`src/rtl/eu_txbuf.sv`:
```
// Transmit-side result buffer: queues ALU (addr, data) results and drains them in order
// onto the TX channel with a valid/ack handshake, backing off and re-sending on ack timeout.
//
// state      | meaning
// -----------+------------------------------------------------------------
// ST_IDLE    | nothing queued, tx_valid_o low
// ST_SEND    | head entry presented, waiting for ack or timeout
// ST_BACKOFF | one-cycle gap after a timeout, head kept for re-send
module eu_txbuf #(
  parameter int NUM_IDX_BITS = 2,
  parameter int ACK_TIMEOUT  = 15,
  parameter int ADDR_W       = 8,
  parameter int DATA_W       = 16
) (
  input  logic                    clk,
  input  logic                    reset_n,
  input  logic [ADDR_W-1:0]       in_addr_i,
  input  logic [DATA_W-1:0]       in_data_i,
  input  logic                    in_valid_i,
  output logic                    in_success_o,
  output logic [ADDR_W-1:0]       tx_addr_o,
  output logic [DATA_W-1:0]       tx_data_o,
  output logic                    tx_valid_o,
  input  logic                    tx_ack_i,
  output logic [NUM_IDX_BITS:0]   fill_level_o,
  output logic                    empty_o,
  output logic                    full_o,
  output logic [7:0]              retry_cnt_o
);

  localparam int DEPTH = 2 ** NUM_IDX_BITS;
  localparam int TMR_W = (ACK_TIMEOUT > 1) ? $clog2(ACK_TIMEOUT) : 1;
  localparam bit TMO_EN = (ACK_TIMEOUT != 0);
  localparam logic [TMR_W-1:0] TMR_LOAD = TMO_EN ? TMR_W'(ACK_TIMEOUT - 1) : '0;
  localparam logic [NUM_IDX_BITS:0] PTR_ONE = (NUM_IDX_BITS + 1)'(1);

  typedef logic [ADDR_W-1:0] type_exec_unit_addr;
  typedef logic [DATA_W-1:0] type_exec_unit_data;

  typedef enum logic [1:0] {
    ST_IDLE    = 2'd0,
    ST_SEND    = 2'd1,
    ST_BACKOFF = 2'd2
  } state_t;

  state_t                  state_q, state_d;
  logic [NUM_IDX_BITS:0]   wr_ptr_q, wr_ptr_d;
  logic [NUM_IDX_BITS:0]   rd_ptr_q, rd_ptr_d;
  logic [TMR_W-1:0]        tmr_q, tmr_d;
  logic [7:0]              retry_q, retry_d;
  logic                    tx_valid_q, tx_valid_d;

  type_exec_unit_addr      mem_addr_q [DEPTH];
  type_exec_unit_data      mem_data_q [DEPTH];

  logic [NUM_IDX_BITS:0]   fill;
  logic                    empty;
  logic                    full;
  logic                    push;
  logic                    pop;
  logic                    tmo_hit;
  logic [NUM_IDX_BITS-1:0] wr_idx;
  logic [NUM_IDX_BITS-1:0] rd_idx;

  assign wr_idx = wr_ptr_q[NUM_IDX_BITS-1:0];
  assign rd_idx = rd_ptr_q[NUM_IDX_BITS-1:0];
  assign fill   = wr_ptr_q - rd_ptr_q;
  assign empty  = (wr_ptr_q == rd_ptr_q);
  assign full   = (wr_idx == rd_idx) && (wr_ptr_q[NUM_IDX_BITS] != rd_ptr_q[NUM_IDX_BITS]);

  // A full buffer rejects pushes even when the head pops in the same cycle.
  assign push    = in_valid_i & ~full;
  assign pop     = tx_valid_q & tx_ack_i;
  assign tmo_hit = TMO_EN && (state_q == ST_SEND) && !tx_ack_i && (tmr_q == '0);

  always_comb begin
    wr_ptr_d = wr_ptr_q;
    rd_ptr_d = rd_ptr_q;
    if (push) wr_ptr_d = wr_ptr_q + PTR_ONE;
    if (pop)  rd_ptr_d = rd_ptr_q + PTR_ONE;
  end

  // Timer is a down-counter reloaded outside SEND and on ack; reaching zero in SEND is the timeout.
  always_comb begin
    state_d = state_q;
    tmr_d   = tmr_q;
    retry_d = retry_q;
    case (state_q)
      ST_IDLE: begin
        tmr_d = TMR_LOAD;
        if (!empty) state_d = ST_SEND;
      end
      ST_SEND: begin
        if (tx_ack_i) begin
          tmr_d = TMR_LOAD;
          if (!((fill > PTR_ONE) || push)) state_d = ST_IDLE;
        end else if (tmo_hit) begin
          tmr_d   = TMR_LOAD;
          state_d = ST_BACKOFF;
          if (retry_q != 8'hFF) retry_d = retry_q + 8'd1;
        end else if (TMO_EN) begin
          tmr_d = tmr_q - TMR_W'(1);
        end
      end
      ST_BACKOFF: begin
        tmr_d   = TMR_LOAD;
        state_d = ST_SEND;
      end
      default: begin
        tmr_d   = TMR_LOAD;
        state_d = ST_IDLE;
      end
    endcase
    tx_valid_d = (state_d == ST_SEND);
  end

  always_ff @(posedge clk) begin
    if (!reset_n) begin
      state_q    <= ST_IDLE;
      wr_ptr_q   <= '0;
      rd_ptr_q   <= '0;
      tmr_q      <= TMR_LOAD;
      retry_q    <= '0;
      tx_valid_q <= 1'b0;
    end else begin
      state_q    <= state_d;
      wr_ptr_q   <= wr_ptr_d;
      rd_ptr_q   <= rd_ptr_d;
      tmr_q      <= tmr_d;
      retry_q    <= retry_d;
      tx_valid_q <= tx_valid_d;
    end
  end

  // Storage needs no reset: reads are gated by the pointers, which are reset.
  always_ff @(posedge clk) begin
    if (push) begin
      mem_addr_q[wr_idx] <= in_addr_i;
      mem_data_q[wr_idx] <= in_data_i;
    end
  end

  assign in_success_o = push;
  assign tx_valid_o   = tx_valid_q;
  assign tx_addr_o    = empty ? '0 : mem_addr_q[rd_idx];
  assign tx_data_o    = empty ? '0 : mem_data_q[rd_idx];
  assign fill_level_o = fill;
  assign empty_o      = empty;
  assign full_o       = full;
  assign retry_cnt_o  = retry_q;

endmodule
```
`config.mk`:
```
export PLATFORM = sky130hd
export DESIGN_NAME = eu_txbuf
export DESIGN_NICKNAME = d
export VERILOG_FILES = /design/src/rtl/eu_txbuf.sv
export SDC_FILE = /design/constraint.sdc
export NUM_CORES = 1
export LEC_CHECK = 0
export CAP_MARGIN = 20
export CORE_UTILIZATION = 58
export CTS_CLUSTER_DIAMETER = 150
export DETAILED_ROUTE_END_ITERATION = 8
export GPL_TIMING_DRIVEN = 0
export PLACE_DENSITY_LB_ADDON = 0.1
export SYNTH_ARGS = -nofsm -noshare
export SYNTH_HDL_FRONTEND = slang
export SYNTH_SLANG_ARGS = --single-unit
```
`constraint.sdc`:
```
create_clock -name clk -period 3.65 [get_ports clk]
set_input_delay 0.365 -clock clk [delete_from_list [all_inputs] [get_ports clk]]
set_output_delay 0.365 -clock clk [all_outputs]
set_load 0.02 [all_outputs]
```
; ---- Word level (Yosys, flattened, before mapping)
; Memories as Yosys holds them, arrays and structs flattened. A register that Yosys moved wholly into a read port is not among the register bits.
; Cells that the tools add are included.
[op_classes]
n_bitwise = 6
eq_ne = 7
muxes = 13
n_lt_le_gt_ge = 1
n_reduce_logical = 9
add_sub_neg = 5
[ops]
columns = op, count
row1 = $mux W16, 1
row2 = $mux W2, 8
row3 = $add A8 B1 Y8 const B, 1
row4 = $mux W8, 1
row5 = $ne A8 B8 Y1 const B, 1
row6 = $add A3 B1 Y3 const B, 2
row7 = $pmux W2 S3, 1
row8 = $eq A2 B1 Y1 const B, 2
row9 = $logic_not A4 Y1, 1
row10 = $not A1 Y1, 4
row11 = $reduce_and A4 Y1, 1
row12 = $reduce_or A4 Y1, 1
row13 = $sub A4 B1 Y4 const B, 1
row14 = $eq A3 B3 Y1, 1
row15 = $gt A3 B1 Y1 const B, 1
row16 = $logic_and A1 B1 Y1, 3
row17 = $sub A3 B3 Y3, 1
row18 = $and A1 B1 Y1, 2
row19 = $eq A2 B2 Y1, 1
row20 = $eq A2 B2 Y1 const B, 1
row21 = $logic_not A2 Y1, 1
row22 = $mux W1, 2
row23 = $logic_not A1 Y1, 1
row24 = $logic_or A1 B1 Y1, 1
row25 = $ne A1 B1 Y1, 1
[totals]
mem_count = 2
ramBits = 96
output_inout_bits = 39
reg_bits = 21
[memory_table]
columns = memory, words, word_bits, read_ports, rd_ports_with_merged_regs, wr, line_no
row1 = mem_data_q, 4, 16, 1, 1, 1, 54  ; type_exec_unit_data mem_data_q [DEPTH];
row2 = mem_addr_q, 4, 8, 1, 1, 1, 53  ; type_exec_unit_addr mem_addr_q [DEPTH];

; ---- Longest topological paths before layout
[logic_depth]
depth_word = 9
depth_mapped = 7
ltp_nobuf = 6

; ---- Worst setup path after synthesis
; No wires, ideal clock.
[synth_path]
path_type = register -> register
start = reg wr_ptr_q[0]
end = mem mem_addr_q[0][0] (netlist bit), enable pin
setup_time_ps = 383
synth_period_minus_slack_ps = 2205
setup_slack_ps = 1445
n_path_buf = 1
t_arrival_ps = 1822
stages_incl_launch_ff = 7
cell_sequence = dfxtp_1 > inv_1 > ha_1 > nand2_1 > o21a_1 > buf_2 > and2_1
[synth_between]
elab_chain_cells = 6
[synth_lines]
columns = item, line_no
row1 = from (decl), 47  ; logic [NUM_IDX_BITS:0] wr_ptr_q, wr_ptr_d;
row2 = from (signal assigned), 127  ; wr_ptr_q <= wr_ptr_d;
row3 = $eq A2 B2 Y1, 69  ; assign full = (wr_idx == rd_idx) && (wr_ptr_q[NUM_IDX_BITS] != rd_ptr_q[NUM_IDX_BITS]);
row4 = $logic_and A1 B1 Y1, 69
row5 = $not A1 Y1, 72  ; assign push = in_valid_i & ~full;
row6 = $and A1 B1 Y1, 72
row7 = via in_success_o, 20  ; output logic in_success_o,
row8 = $mux W1, 137  ; if (push) begin
row9 = $mux W1 (implied by the code), 138  ; mem_addr_q[wr_idx] <= in_addr_i;
row10 = to (decl), 53
; The timed path passes the listed nets, and every way through them passes these cells.

==> flow_metrics.tcl <==
set metrics [dict create \
    io_pins 67 \
    grt_antenna_before_repair 0 \
    syn_nets 325 \
    powerDensity_mw_per_mm2 621 \
    row_count 32 \
    antenna_left 0 \
    yosysUniqueCellTypes 41 \
    r2r_slack_ns 1.31 \
    start_util 0.612 \
    endpoint_kind "output port" \
    layout-drive-gt1-share 0.181 \
    synth.most_common_cell "edfxtp_1" \
    synthCells 286 \
    cts_sinks 119 \
    first_pass_iters 4 \
    grt_max_degree 25 \
    cp.required_ns 3.28 \
    worst-setup-path-type "flip-flop to output port" \
    place_congestion 0.817 \
    seq_area_frac_synth 0.696 \
    synth_flop_cell "edfxtp_1" \
    final_area_mm2 0.00625 \
    slew_viol_final 0 \
    worst_hold_slack_ns 0.485 \
    first_iter_violations 241 \
    dpl.hpwl_um 5430 \
    busiest_layer "met2" \
    diodes 0 \
    core-area_mm2 0.00785 \
    place_area_mm2 0.00566 \
    ir_worst_vdd_v 0.000463 \
    grtUsageMet3 0.0569 \
    yosys_warnings 0 \
    setup_viol 0 \
    gr-usage-met2 0.388 \
    min_from "in_data_i[9]" \
    dieArea_mm2 0.00865 \
    ff2ff_path_depth 7 \
    synth_top_area_frac 0.600 \
    syn_to_final_growth_pct 30.3 \
    crit_fanout 10 \
    placedCellCount 457 \
    ys_top_cells_by_count "edfxtp_1, nor2b_1, mux4_2, dfxtp_1, inv_1" \
    critPathArrivalTime_ns 2.74 \
    grt_overflow 0 \
    ctsResizeCount 0 \
    synth.ff_latch_count 119 \
    yosysTopAreaCell "edfxtp_1" \
    drcViolationCount 0 \
    routedWlPerCell_um 18.4 \
    setup_ws_ns 0.547 \
    maxSlewHeadroom 0.289 \
    vias_per_cell 5.50 \
    drt_wl_total_um 8990 \
    finalHoldViolCount 0 \
    clock_path_buffers 2 \
    vias 2689 \
    synth_area_leaders "edfxtp_1, mux4_2, dfxtp_1" \
    die_y_um 93.0 \
    num-fill-cells 447 \
    nets 413 \
    start_kind "flip-flop" \
    use_met1 0.289 \
    portBuffers 66 \
    syn-cell-area_mm2 0.00480 \
    timing.fmax_mhz 322 \
    ctsHoldBuffers 0 \
    synth_edf_count 96 \
    tritoncts "yes" \
    worstHoldEndpoint "mem_data_q[0][9]$_DFFE_PP_" \
    hold_class "input port to flip-flop" \
    timing.rr.start "wr_ptr_q[0]$_SDFFE_PN0P_" \
    status "finished clean" \
    timing.final.crit_period_ns 3.10 \
    rsz0062_at_grt "false" \
    postCtsSetupRepairBufs 0 \
    synthArstFlopShare 0 \
    worstSkewPairLatency_ns 0.51 \
    clock_skew_ns 0.00577 \
    htree_num_levels 4 \
    avgSynthCellArea_um2 16.8 \
    period_share 0.850 \
    die_w_um 93.0 \
    grt_usage 0.231 \
    setup-tns-final_ns 0 \
    worst_pin_slew_ns 1.07 \
    clkSlewWorstSetupHoldPaths_ns 0.06 \
    cellLeakagePower_nw 2.14 \
    grt_pass1_wl_um 14300 \
    drv_cap 0 \
    post-place-ws_ns 1.08 \
    min_path_cells 1 \
    cts-buffers-inserted 17 \
    reg2reg_to "mem_addr_q[1][1]$_DFFE_PP_" \
    grt_pass1_vias 2740 \
    fin_cells 489 \
    cts_root_buf "clkbuf_8" \
]
==> stage by stage <==
step / total power [mW] / utilization
after floorplan: 1.98 / -
after global routing: 4.02 / 0.797
after global placement: 2.25 / 0.712
after CTS: 3.92 / 0.797
after detailed placement: 2.28 / 0.721
final: 3.88 / 0.797
==> report_power, final <==
part / leakage [nW] / internal, mW / switching [mW]
registers: 1.07 / 1.54 / 0.0278
logic: 0.797 / 0.336 / 0.346
clock network: 0.274 / 1.04 / 0.592
total: 2.14 / 2.92 / 0.966
==> worst max-delay path by stage <==
stage | start | to | slack (ns) | depth (start not counted)
after floorplan | wr_ptr_q[0]$_SDFFE_PN0P_ | mem_addr_q[0][0]$_DFFE_PP_ | 1.45 | 6
after global placement | wr_ptr_q[0]$_SDFFE_PN0P_ | mem_data_q[0][2]$_DFFE_PP_ | 1.04 | 6
after CTS | flip-flop | tx_data_o[7] | 0.46 | 5
after global routing | flip-flop | tx_addr_o[3] | 0.39 | 5
after detailed placement | flip-flop | tx_data_o[7] | 1.08 | 5
final | flip-flop | tx_addr_o[2] | 0.55 | 5
==> cell usage in the layout (no fill, tap or decap), drive strengths merged, types with 2 or more instances in the layout <==
| cell type | instances |
|---|---|
| edfxtp | 96 |
| clkdlybuf4s50 | 66 |
| nor2b | 26 |
| mux4 | 24 |
| dfxtp | 23 |
| clkbuf | 20 |
| inv | 15 |
| nor2 | 12 |
| buf | 12 |
| ha | 10 |
| nand2 | 8 |
| nand3 | 8 |
| a21oi | 7 |
| nor3 | 6 |
| clkinv | 6 |
| clkinvlp | 5 |
| xor2 | 4 |
| and2 | 4 |
| xnor2 | 3 |
| o21a | 3 |
| o21ai | 3 |
| bufinv | 3 |
| and3 | 2 |
| o211ai | 2 |
| nand4 | 2 |
| o31ai | 2 |
| nor3b | 2 |
==> per-layer routing <==
layer  routed length [µm]  vias up
met5                    0        -
met4                   66        0
met3                  358        5
met2                 4820       79
met1                 3750     1329
li1                     -     1276
==> cell type report <==
| class | instances | area [µm²] | area share |
|---|---|---|---|
| Multi-Input combinational cell | 141 | 1340 | 0.215 |
| Buffer | 12 | 61.3 | 0.00980 |
| Clock buffer | 17 | 414 | 0.0662 |
| Timing Repair Buffer | 69 | 731 | 0.117 |
| Clock inverter | 15 | 180 | 0.0288 |
| Inverter | 14 | 52.6 | 0.00840 |
| Tap cell | 102 | 128 | 0.0204 |
| Sequential cell | 119 | 3340 | 0.535 |
==> flip-flops by register name (all words and copies together), names as in the netlist, named ones only <==
register     count
mem_data_q      64
rd_ptr_q         3
tmr_q            4
mem_addr_q      32
retry_cnt_o      8
tx_valid_o       1
wr_ptr_q         3
state_q          2
==> worst max-delay path, cell delays in order, from the launching register on <==
cell and delay (ns):
dfxtp_1 0.30, clkbuf_1 0.29, clkbuf_1 0.51, mux4_2 0.32, nor2b_1 0.16, clkdlybuf4s50_1 0.63
==> cells by family (layout without fill, tap and decap cells) <==
group	after synthesis	after routing	synth area share
compound gates	23	23	0.0323
xor+xnor	7	7	0.0128
fa+ha+maj	11	11	0.0302
buf+inv	26	127	0.0237
flops	119	119	0.696
mux	25	25	0.115
simple gates	75	75	0.0899
No activity file was read; power rests on OpenSTA's default activity.
